--- src/rtl/loong_pkg.sv ---
// loong_pkg: shared LOONG types, S-boxes, round constants and inverse mixing masks.
package loong_pkg;
    localparam int ROUNDS = 16;
    localparam int NIBW = 4;
    typedef logic [NIBW-1:0] nibble_t;
    typedef nibble_t [0:3][0:3] state_t;
    typedef enum logic [2:0] {IDLE, ARK, ISUB1, IMCOL, IMROW, ISUB2, FARK, OUT} loong_st_e;
    typedef enum logic [1:0] {OP_ISUB, OP_IMCOL, OP_IMROW, OP_PASS} loong_op_e;
    localparam logic [0:15][3:0] LOONG_SBOX = 64'hC56B90AD3EF84712;
    localparam logic [0:15][3:0] LOONG_INV_SBOX = 64'h5EF8C12DB463079A;
    // Bit k of entry j selects input k into output j; MixCol is an involution, MixRow a prefix XOR.
    localparam logic [0:3][3:0] INV_MIXCOL = {4'b1110, 4'b1101, 4'b1011, 4'b0111};
    localparam logic [0:3][3:0] INV_MIXROW = {4'b0001, 4'b0011, 4'b0111, 4'b1111};

    function automatic state_t loong_rc(input logic [4:0] idx);
        state_t rc;
        for (int r = 0; r < 4; r++)
            for (int c = 0; c < 4; c++)
                rc[r][c] = {r[1:0], c[1:0]} ^ idx[3:0] ^ (idx[4] ? 4'hA : 4'h0);
        return rc;
    endfunction
endpackage

--- src/rtl/loong_inv_layer.sv ---
// loong_inv_layer: combinational InvSub / InvMixCol / InvMixRow selected by op.
module loong_inv_layer
    import loong_pkg::*;
(
    input  loong_op_e op,
    input  state_t    din,
    output state_t    dout
);
    state_t isub, imcol, imrow;

    always_comb begin
        isub = din;
        imcol = '0;
        imrow = '0;
        for (int r = 0; r < 4; r++)
            for (int c = 0; c < 4; c++) begin
                isub[r][c] = LOONG_INV_SBOX[din[r][c]];
                for (int k = 0; k < 4; k++) begin
                    if (INV_MIXCOL[r][k]) imcol[r][c] = imcol[r][c] ^ din[k][c];
                    if (INV_MIXROW[c][k]) imrow[r][c] = imrow[r][c] ^ din[r][k];
                end
            end
    end

    assign dout = op == OP_ISUB ? isub : op == OP_IMCOL ? imcol : op == OP_IMROW ? imrow : din;
endmodule

--- src/rtl/loong_dec.sv ---
// loong_dec: iterative LOONG decryptor, one inverse layer per cycle.
module loong_dec
    import loong_pkg::*;
(
    input  logic           clk,
    input  logic           reset,
    input  logic           do_loong,
    input  nibble_t [0:15] ciphertext,
    input  nibble_t [0:15] roundKey,
    output nibble_t [0:15] plaintext,
    output logic           busy,
    output logic           done
);
    loong_st_e state, state_nx;
    loong_op_e op;
    state_t s, k, s_nx, layer_out;
    logic [4:0] rnd;

    loong_inv_layer u_layer (.op(op), .din(s), .dout(layer_out));

    always_ff @(posedge clk or posedge reset)
        if (reset) state <= IDLE;
        else state <= state_nx;

    always_comb begin
        state_nx = state;
        case (state)
            IDLE:    state_nx = do_loong ? ARK : IDLE;
            ARK:     state_nx = ISUB1;
            ISUB1:   state_nx = IMCOL;
            IMCOL:   state_nx = IMROW;
            IMROW:   state_nx = ISUB2;
            ISUB2:   state_nx = rnd == 5'd1 ? FARK : ARK;
            FARK:    state_nx = OUT;
            default: state_nx = IDLE;
        endcase
    end

    always_comb begin
        op = state == IMCOL ? OP_IMCOL : state == IMROW ? OP_IMROW :
             (state == ISUB1 || state == ISUB2) ? OP_ISUB : OP_PASS;
        s_nx = state == ARK ? s ^ k ^ loong_rc(rnd) :
               state == FARK ? s ^ k ^ loong_rc(5'd0) : layer_out;
    end

    always_ff @(posedge clk or posedge reset)
        if (reset) begin
            s <= '0;
            k <= '0;
            rnd <= '0;
            plaintext <= '0;
            busy <= 1'b0;
            done <= 1'b0;
        end else begin
            done <= state == OUT;
            if (state == IDLE && do_loong) begin
                s <= state_t'(ciphertext);
                k <= state_t'(roundKey);
                rnd <= 5'(ROUNDS);
                busy <= 1'b1;
            end else if (state == OUT) begin
                plaintext <= s;
                busy <= 1'b0;
            end else if (state != IDLE)
                s <= s_nx;
            if (state == ISUB2) rnd <= rnd - 5'd1;
        end
endmodule
--- config.mk ---
export PLATFORM = sky130hd
export DESIGN_NAME = loong_dec
export DESIGN_NICKNAME = d
export VERILOG_FILES = /design/src/rtl/loong_pkg.sv /design/src/rtl/loong_inv_layer.sv /design/src/rtl/loong_dec.sv
export SDC_FILE = /design/constraint.sdc
export NUM_CORES = 1
export LEC_CHECK = 0
export CELL_PAD_IN_SITES_DETAIL_PLACEMENT = 1
export CELL_PAD_IN_SITES_GLOBAL_PLACEMENT = 1
export CORE_MARGIN = 1.5
export CORE_UTILIZATION = 30
export DETAILED_ROUTE_END_ITERATION = 10
export PLACE_DENSITY_LB_ADDON = 0.15
export SKIP_CTS_REPAIR_TIMING = 1
export SLEW_MARGIN = 10
export SYNTH_ARGS = -nofsm -noshare
export SYNTH_HDL_FRONTEND = slang
export SYNTH_SLANG_ARGS = --single-unit
--- constraint.sdc ---
create_clock -name clk -period 17.9 [get_ports clk]
set_input_delay 5.37 -clock clk [delete_from_list [all_inputs] [get_ports clk]]
set_output_delay 5.37 -clock clk [all_outputs]
set_load 0.02 [all_outputs]
==> results of run 1 <==
-- state kept, by name (all words and copies together), names as in the netlist --
name	cells
k	64
plaintext	64
s	64
rnd	5
state	3
busy	1
done	1
-- critical path, stage by stage --
cell and delay, ns:
clkdlybuf4s50_1 0.84, nand2_4 0.61, buf_4 0.77, o221ai_1 0.22, a211o_1 0.29, o21ai_1 0.11
-- per-layer routing --
metal	up-vias	track usage
met1	8437	0.376
li1	7321	-
met2	727	0.413
met5	-	0
met3	157	0.0426
met4	0	0.103
-- synth_stat cells, types with 25 or more instances --
library cell / instances / area, sq um
nand2_1: 377 / 1420
xor2_1: 45 / 394
o21ai_0: 164 / 821
o221ai_1: 28 / 245
nor2_1: 85 / 319
ha_1: 98 / 1230
xnor2_1: 198 / 1730
a31oi_1: 34 / 213
o211ai_1: 29 / 218
a211oi_1: 26 / 195
clkbuf_1: 59 / 221
a21oi_1: 116 / 581
o22ai_1: 47 / 294
inv_1: 84 / 315
mux2i_1: 25 / 250
dfrtp_1: 202 / 5050
mux4_2: 29 / 653
buf_2: 103 / 515
a22oi_1: 26 / 195
-- area by class of cell --
cell class | instances | area share
clock inverter | 13 | 0.00756
inverter | 90 | 0.0168
multi-input combinational | 1583 | 0.539
tap | 756 | 0.0461
clock buffer | 35 | 0.0363
timing repair buffer | 229 | 0.108
sequential | 202 | 0.247
-- cell families (layout without fill, tap and decap cells) --
kind of cell             Yosys count  after routing
flip-flops                       202            202
AO/OA/AOI/OAI                    585            585
adder cells (fa/ha/maj)           98             98
AND/OR/NAND/NOR                  570            570
buffers and inverters            289            367
multiplexers                      71             71
XOR/XNOR                         259            259
-- cells in the final DEF, fill, tap and decap left out, types with 33 or more instances in the layout --
master and n:
a21oi_1 116, a31oi_1 34, buf_4 33, clkdlybuf4s50_1 196, dfrtp_1 199, ha_1 98, inv_1 82, nand2_1 375
nor2_1 85, o21ai_0 164, o22ai_1 47, xnor2_1 198, xor2_1 44
-- worst min-delay path by stage --
stage	endpoint	slack (ns)	cells after the start
6_report	plaintext[55]	0.47	2
5_1_grt	plaintext[26]	0.50	2
4_1_cts	plaintext[2]	0.48	2
3_5_place_dp	plaintext[2]	0.46	2
3_3_place_gp	plaintext[54]	0.46	2
2_1_floorplan	k[12]	0.47	2
-- power by group through the flow --
stage	clock network [mW]	registers [mW]	logic (mW)
after floorplan	0	0.611	1.74
after global placement	0	0.912	1.95
after detailed placement	0	0.919	2.00
after CTS	0.587	0.910	2.02
after global routing	0.601	0.937	2.21
final	0.572	0.924	2.04
-- per-stage QoR --
stage	power (mW)	worst slack (ns)	instances	instance area, sq um
final	3.54	10.18	2908	20500
after detailed placement	2.92	9.60	2860	19600
after CTS	3.52	10.20	2908	20500
after global routing	3.75	10.10	2908	20500
after global placement	2.86	9.70	2860	19600
after floorplan	2.35	7.02	2074	17300
==> metrics.txt, run 1 <==
highest metal used met4; clk slew on worst S/H paths 0.07 ns; worst skew pair latency 0.58 ns; final setup fails 0; number of enable flip-flop cells after synthesis 0; CTS Buffer Depth 3; FF+latch count, synth 202; adder-cell share of the synthesized area 0.0707; Vias/cell 5.72; Synth Area in Compound Gates 0.218; All-Layer GR Usage 0.268; Synth Area in XOR/XNOR 0.143; initial antenna violation count 1; Core ar. 0.0567 sq mm; fillcell total 6,585; Final #Nets 2,362; critical-path maximum fanout 60; P per Cell Area 173 mW/mm^2; origin of the critical flop-to-flop path state[1]; hpwl dp 56.7 mm; register area 0.00506 sq mm; r2r setup slk 14.16 ns; vias in the first global route 16,918; met2 wire length 35.6 mm; min cycle time layout 7.72 ns; Final Hold Vio Count 0; die area 0.0593 sq mm; area of the multi-input gates 0.0111 sq mm; Sw Share 0.472; wl on met1 36.1 mm; Mapped Cells 2,074; largest family of logic cells by synthesized area compound AO/OA/AOI/OAI gates; Rows 87; MaxCap Viol Count 0; switching power 1.67 mW; met3 wire length 6.12 mm; Hold Crit Class reg -> reg; CTS tree done; Horiz. Die Dim 243 um; DRC 0; Clk pwr share 0.162; fin crit share 0.431; Crit. Startpoint do_loong; Pre-Repair DR Iteration Count 5; routability cong. 0.924; Worst Path Arrival 8.23 ns; share of post-route cells with drive strength above 1 0.0743; max-slew violations 0; first-pass GRT wire length 118 mm; outcome completed; Mapped Nets 2,303; ANT cells 0; vias post-DR 16,642; final core utilization 0.362; CTS Sinks 202; multiplexer share of the synthesized area 0.0631; final WL 81.1 mm; DR iter-0 viols 1,589; synth-to-layout area growth 18.4%; CP Capture Type register; Root Buffer clkbuf_16; Hold WS 0.473 ns; IO buf count 196; Worst setup SP type input pin; Hold Path Origin plaintext[55]; Reg-to-Reg End s[50]; Comb power frac 0.577; Seq/Total Area, Yosys 0.292; Top FF cell, synth dfrtp_1; Post-Syn Area 0.0173 sq mm; skew final 0.0246 ns; post-synthesis simple-gate area fraction 0.140; Max Clock Freq 130 MHz; largest net degree at the start of global routing 98; Sequential Power Share 0.261; CTS buffer count 27; Final ANT Viol Nets 0; worst slew pin tran 1.26 ns; maximum vdd ir drop 0.0760 mV; H-tree Lvls 1; P_int 1.87 mW; Synth async-reset ratio 1.00; Crit path required time 18.41 ns; setup_tns 0 ns; Setup CP Type in -> reg; Unique masters post-synth 86; IO Count 197; FF-to-FF path depth 7; Congestion Overflow GR 0; CP endpoint s[42]; leakage power 8.68 nW; unrepaired setup endpoints after global routing no; initial core utilization 0.306; DR WL/cell 27.9 um; Die Span Y 243 um; Slew headroom 0.160; Synth Warn # 0; mean post-synth cell area 8.36 sq um
Note: power is estimated with default switching activity, not from simulation.
==> inputs of run 2 (changes only) <==
==> constraint.sdc (replaced) <==
create_clock -name clk -period 7.26 [get_ports clk]
set_input_delay 2.178 -clock clk [delete_from_list [all_inputs] [get_ports clk]]
set_output_delay 2.178 -clock clk [all_outputs]
set_load 0.02 [all_outputs]
==> run 2 against run 1 <==
Against the previous run: clock power up 150%; clock skew fell by 0.0079 ns; combinational power rose by 140%; sequential share of layout area about the same; first-iteration DRC count shrank 1.8%; total power is 150% higher; worst hold slack got worse by 0.00088 ns; worst setup slack got worse by 7.4 ns; largest cell class unchanged.
==> metrics.txt, run 2 (synthesis gave the netlist of run 1 again) <==
outcome completed; CTS Buffer Depth 3; Placed Cells 2,862; Post-Layout Cell Count 2,912; share of post-route cells with drive strength above 1 0.0761; CTS tree done; Final ANT Viol Nets 0; r2r setup slk 2.89 ns; Congestion Overflow GR 0; most frequent cells in the layout nand2_1 (375), dfrtp_1 (199), xnor2_1 (198); CP top delay family buffers and inverters; IO buf count 196; Worst setup SP type input pin; fin crit share 0.614; H-tree Lvls 1; critical-path maximum fanout 36; hold endpoint plaintext[58]; skew final 0.0167 ns; Setup CP Type in -> reg; routability cong. 0.915; DRC 0; IO Count 197; Largest regs k (64), plaintext (64), s (64); DR iter-0 viols 1,560; first-pass GRT wire length 118 mm; min cycle time layout 4.45 ns; Pre-Repair DR Iteration Count 5; DR WL/cell 27.8 um; max incr delay on CP 0.93 ns; CTS Sinks 202; Die Span Y 243 um; CP Capture Type register; Hold Crit Class reg -> reg; FF-to-FF path depth 9; final core utilization 0.362; final setup fails 0; largest net degree at the start of global routing 97; final WL 80.9 mm; worst slew pin tran 1.06 ns; Core ar. 0.0567 sq mm; Hold WS 0.472 ns; Horiz. Die Dim 243 um; All-Layer GR Usage 0.268; clk slew on worst S/H paths 0.07 ns; Max Clock Freq 225 MHz; Reg-to-Reg End s[0]; Root Buffer clkbuf_16; hpwl dp 57.1 mm; Vias/cell 5.72; leakage power 8.70 nW; Crit path required time 7.72 ns; Bufs and invs on worst path 3; setup_tns 0 ns; Rows 87; Hold Path Origin plaintext[58]; synth-to-layout area growth 18.6%; commonest non-fill, non-tap cell in the layout nand2_1; unrepaired setup endpoints after global routing no; WHS Path Cells 2; max-slew violations 0; origin of the critical flop-to-flop path state[2]; Worst Path Arrival 4.92 ns; area of the multi-input gates 0.0111 sq mm; Final #Nets 2,364; maximum vdd ir drop 0.170 mV; CP cell instances clkdlybuf4s50_1 > inv_1 > a21oi_4 > buf_4 > o2111a_1 > a21oi_1 > a221o_1; Slew headroom 0.292; fillcell total 6,619; Final Hold Vio Count 0; register area 0.00506 sq mm; initial core utilization 0.306; vias post-DR 16,662; slowest CP cell clkdlybuf4s50_1; die area 0.0593 sq mm; MaxCap Viol Count 0; P per Cell Area 424 mW/mm^2; CTS buffer count 27; worst skew pair latency 0.57 ns; initial antenna violation count 3; vias in the first global route 16,703
[run 2: cell count changes in the layout (fill, tap and decap cells not counted), sizes merged]
cell | before | now
buf | 33 | 35
bufinv | 3 | 4
clkbuf | 35 | 32
clkinv | 9 | 14
diode | 0 | 1
inv | 88 | 86
[run 2: cell type report]
class,count,area share
inverter,90,0.0166
timing repair buffer,231,0.109
tap,756,0.0460
clock buffer,32,0.0343
antenna,1,0.000122
clock inverter,17,0.00980
sequential,202,0.246
multi-input combinational,1583,0.538
[run 2: worst max-delay path by stage]
stage	start	to	slack [ns]	depth (start not counted)
final	do_loong	s[32]	2.81	7
after global routing	do_loong	s[52]	2.73	7
after CTS	do_loong	s[32]	2.91	7
after detailed placement	do_loong	s[32]	2.30	7
after global placement	do_loong	s[32]	2.27	7
after floorplan	reset	busy	2.47	1
[run 2: per-stage QoR]
| step | instance area (sq um) | power, mW | setup slack [ns] |
|---|---|---|---|
| floorplan | 17300 | 5.80 | 2.47 |
| global route | 20600 | 9.25 | 2.73 |
| detailed placement | 19600 | 7.19 | 2.30 |
| CTS | 20600 | 8.68 | 2.91 |
| finish | 20600 | 8.72 | 2.81 |
| global placement | 19600 | 7.08 | 2.27 |
[run 2: tightest hold or removal path, cell delays in order (launching register included)]
cell,delay [ns]
dfrtp_1,0.34
nand2_1,0.05
nand2_1,0.05
[run 2: report_power, final]
part           internal, mW  switching, mW
Combinational          2.44           2.54
Sequential             1.34          0.979
Clock                 0.835          0.587
[run 2: metal layers]
layer / track usage / wire (um) / part of all wire
met5: 0 / 0 / 0
met4: 0.0747 / 2250 / 0.028
met3: 0.0336 / 5770 / 0.071
met2: 0.422 / 36300 / 0.45
met1: 0.384 / 36500 / 0.45
==> inputs of run 3 (changes only) <==
==> constraint.sdc (replaced) <==
create_clock -name clk -period 4.5 [get_ports clk]
set_input_delay 1.35 -clock clk [delete_from_list [all_inputs] [get_ports clk]]
set_output_delay 1.35 -clock clk [all_outputs]
set_load 0.02 [all_outputs]
==> run 3 against run 2 <==
Against the previous run: sequential share of layout area shrank 0.42 points; clock power increased by 79%; register-to-register slack got worse by 1.7 ns; critical endpoint is now s[57]; first-iteration DRC count grew 1.8%; non-clock buffer count increased by 25; global-route usage rose by 0.16 points; critical path type is now reg -> reg; total power increased by 65%.
==> metrics.txt, run 3 (synthesis gave the netlist of run 1 again) <==
origin of the critical flop-to-flop path state[0]; FF-to-FF path depth 5; Worst setup SP type register; most frequent cells in the layout nand2_1 (375), dfrtp_1 (199), xnor2_1 (198); min cycle time layout 3.31 ns; CP top delay family compound AO/OA/AOI/OAI gates; Crit path required time 4.96 ns; critical-path maximum fanout 50; final WL 81.0 mm; Hold Crit Class reg -> reg; CP endpoint s[57]; DR iter-0 viols 1,588; leakage power 8.88 nW; unrepaired setup endpoints after global routing no; Vias/cell 5.70; CP cell instances and3b_1 > a21oi_1 > o21ai_0 > o21bai_1 > a22o_1; met3 wire length 6.26 mm; outcome completed; Post-Layout Cell Count 2,937; CTS Sinks 202; WP depth 5; fillcell total 6,621; max incr delay on CP 1.08 ns; final setup fails 0; register area 0.00506 sq mm; commonest non-fill, non-tap cell in the layout nand2_1; vias post-DR 16,755; IO Count 197; P per Cell Area 687 mW/mm^2; vias in the first global route 16,890; highest metal used met4; Setup CP Type reg -> reg; Congestion Overflow GR 0; synth-to-layout area growth 20.6%; initial antenna violation count 2; max-slew violations 0; Placed Cells 2,887; share of post-route cells with drive strength above 1 0.0853; worst skew pair latency 0.59 ns; MaxCap Viol Count 0; met2 wire length 35.8 mm; slowest CP cell a21oi_1; Horiz. Die Dim 243 um; Final Hold Vio Count 0; CTS Buffer Depth 3; die area 0.0593 sq mm; fin crit share 0.735; maximum vdd ir drop 0.335 mV; r2r setup slk 1.19 ns; largest net degree at the start of global routing 89; Root Buffer clkbuf_16; Pwr Total 14.4 mW; initial core utilization 0.306; Largest regs k (64), plaintext (64), s (64); Crit. Startpoint state[0]; CTS tree done; CP Capture Type register; Core ar. 0.0567 sq mm; Final ANT Viol Nets 0; IO buf count 196; Placement Cell Area 0.0199 sq mm; hpwl dp 58.7 mm; H-tree Lvls 1; Bufs and invs on worst path 0; skew final 0.0245 ns; Final #Nets 2,389; DR WL/cell 27.6 um; wl on met1 36.1 mm; clk slew on worst S/H paths 0.07 ns; CTS buffer count 27; Reg-to-Reg End s[57]; Slew headroom 0.181; area of the multi-input gates 0.0111 sq mm; Die Span Y 243 um; final core utilization 0.369; Pre-Repair DR Iteration Count 8; Worst Path Arrival 3.77 ns; first-pass GRT wire length 119 mm; setup_tns 0 ns; Rows 87; routability cong. 0.927; DRC 0; post-route design area 0.0209 sq mm; worst slew pin tran 1.23 ns; Max Clock Freq 302 MHz; All-Layer GR Usage 0.270
run 3: worst min path at each step:
stage	endpoint	depth (start not counted)	start	slack, ns
global placement	plaintext[14]	2	plaintext[14]	0.46
floorplan	k[12]	2	k[12]	0.47
finish	plaintext[26]	2	plaintext[26]	0.47
CTS	plaintext[26]	2	plaintext[26]	0.48
detailed placement	plaintext[26]	2	plaintext[26]	0.47
global route	plaintext[17]	2	plaintext[17]	0.50
run 3: report_power, final:
| group | leakage, nW | internal, mW | switching (mW) |
|---|---|---|---|
| Combinational | 5.81 | 3.96 | 4.19 |
| Clock | 0.495 | 1.59 | 0.943 |
| Sequential | 2.57 | 2.16 | 1.52 |
| Total | 8.88 | 7.70 | 6.65 |
run 3: worst reg2reg max path, cell delays in order (launching register included):
cell,delay (ns)
dfrtp_4,0.86
and3b_1,0.58
a21oi_1,1.08
o21ai_0,0.27
o21bai_1,0.22
a22o_1,0.18
run 3: per-stage QoR:
step / hold WS, ns / worst slack (ns)
CTS: 0.482 / 1.26
floorplan: 0.465 / 0.534
finish: 0.474 / 1.19
global placement: 0.459 / 1.14
detailed placement: 0.466 / 1.08
global route: 0.502 / 1.12
run 3: layer usage:
metal / vias up / global-route usage
li1: 7365 / -
met1: 8557 / 0.381
met2: 705 / 0.418
met3: 128 / 0.0447
met4: 0 / 0.0857
met5: - / 0
run 3: area by class of cell:
cell class              count  area share
clock inverters            13      0.0119
repair buffers            256       0.119
multi-input cells        1583       0.529
flip-flops and latches    202       0.242
clock buffers              36      0.0368
diodes                      1    0.000120
well taps                 756      0.0452
inverters                  90      0.0163
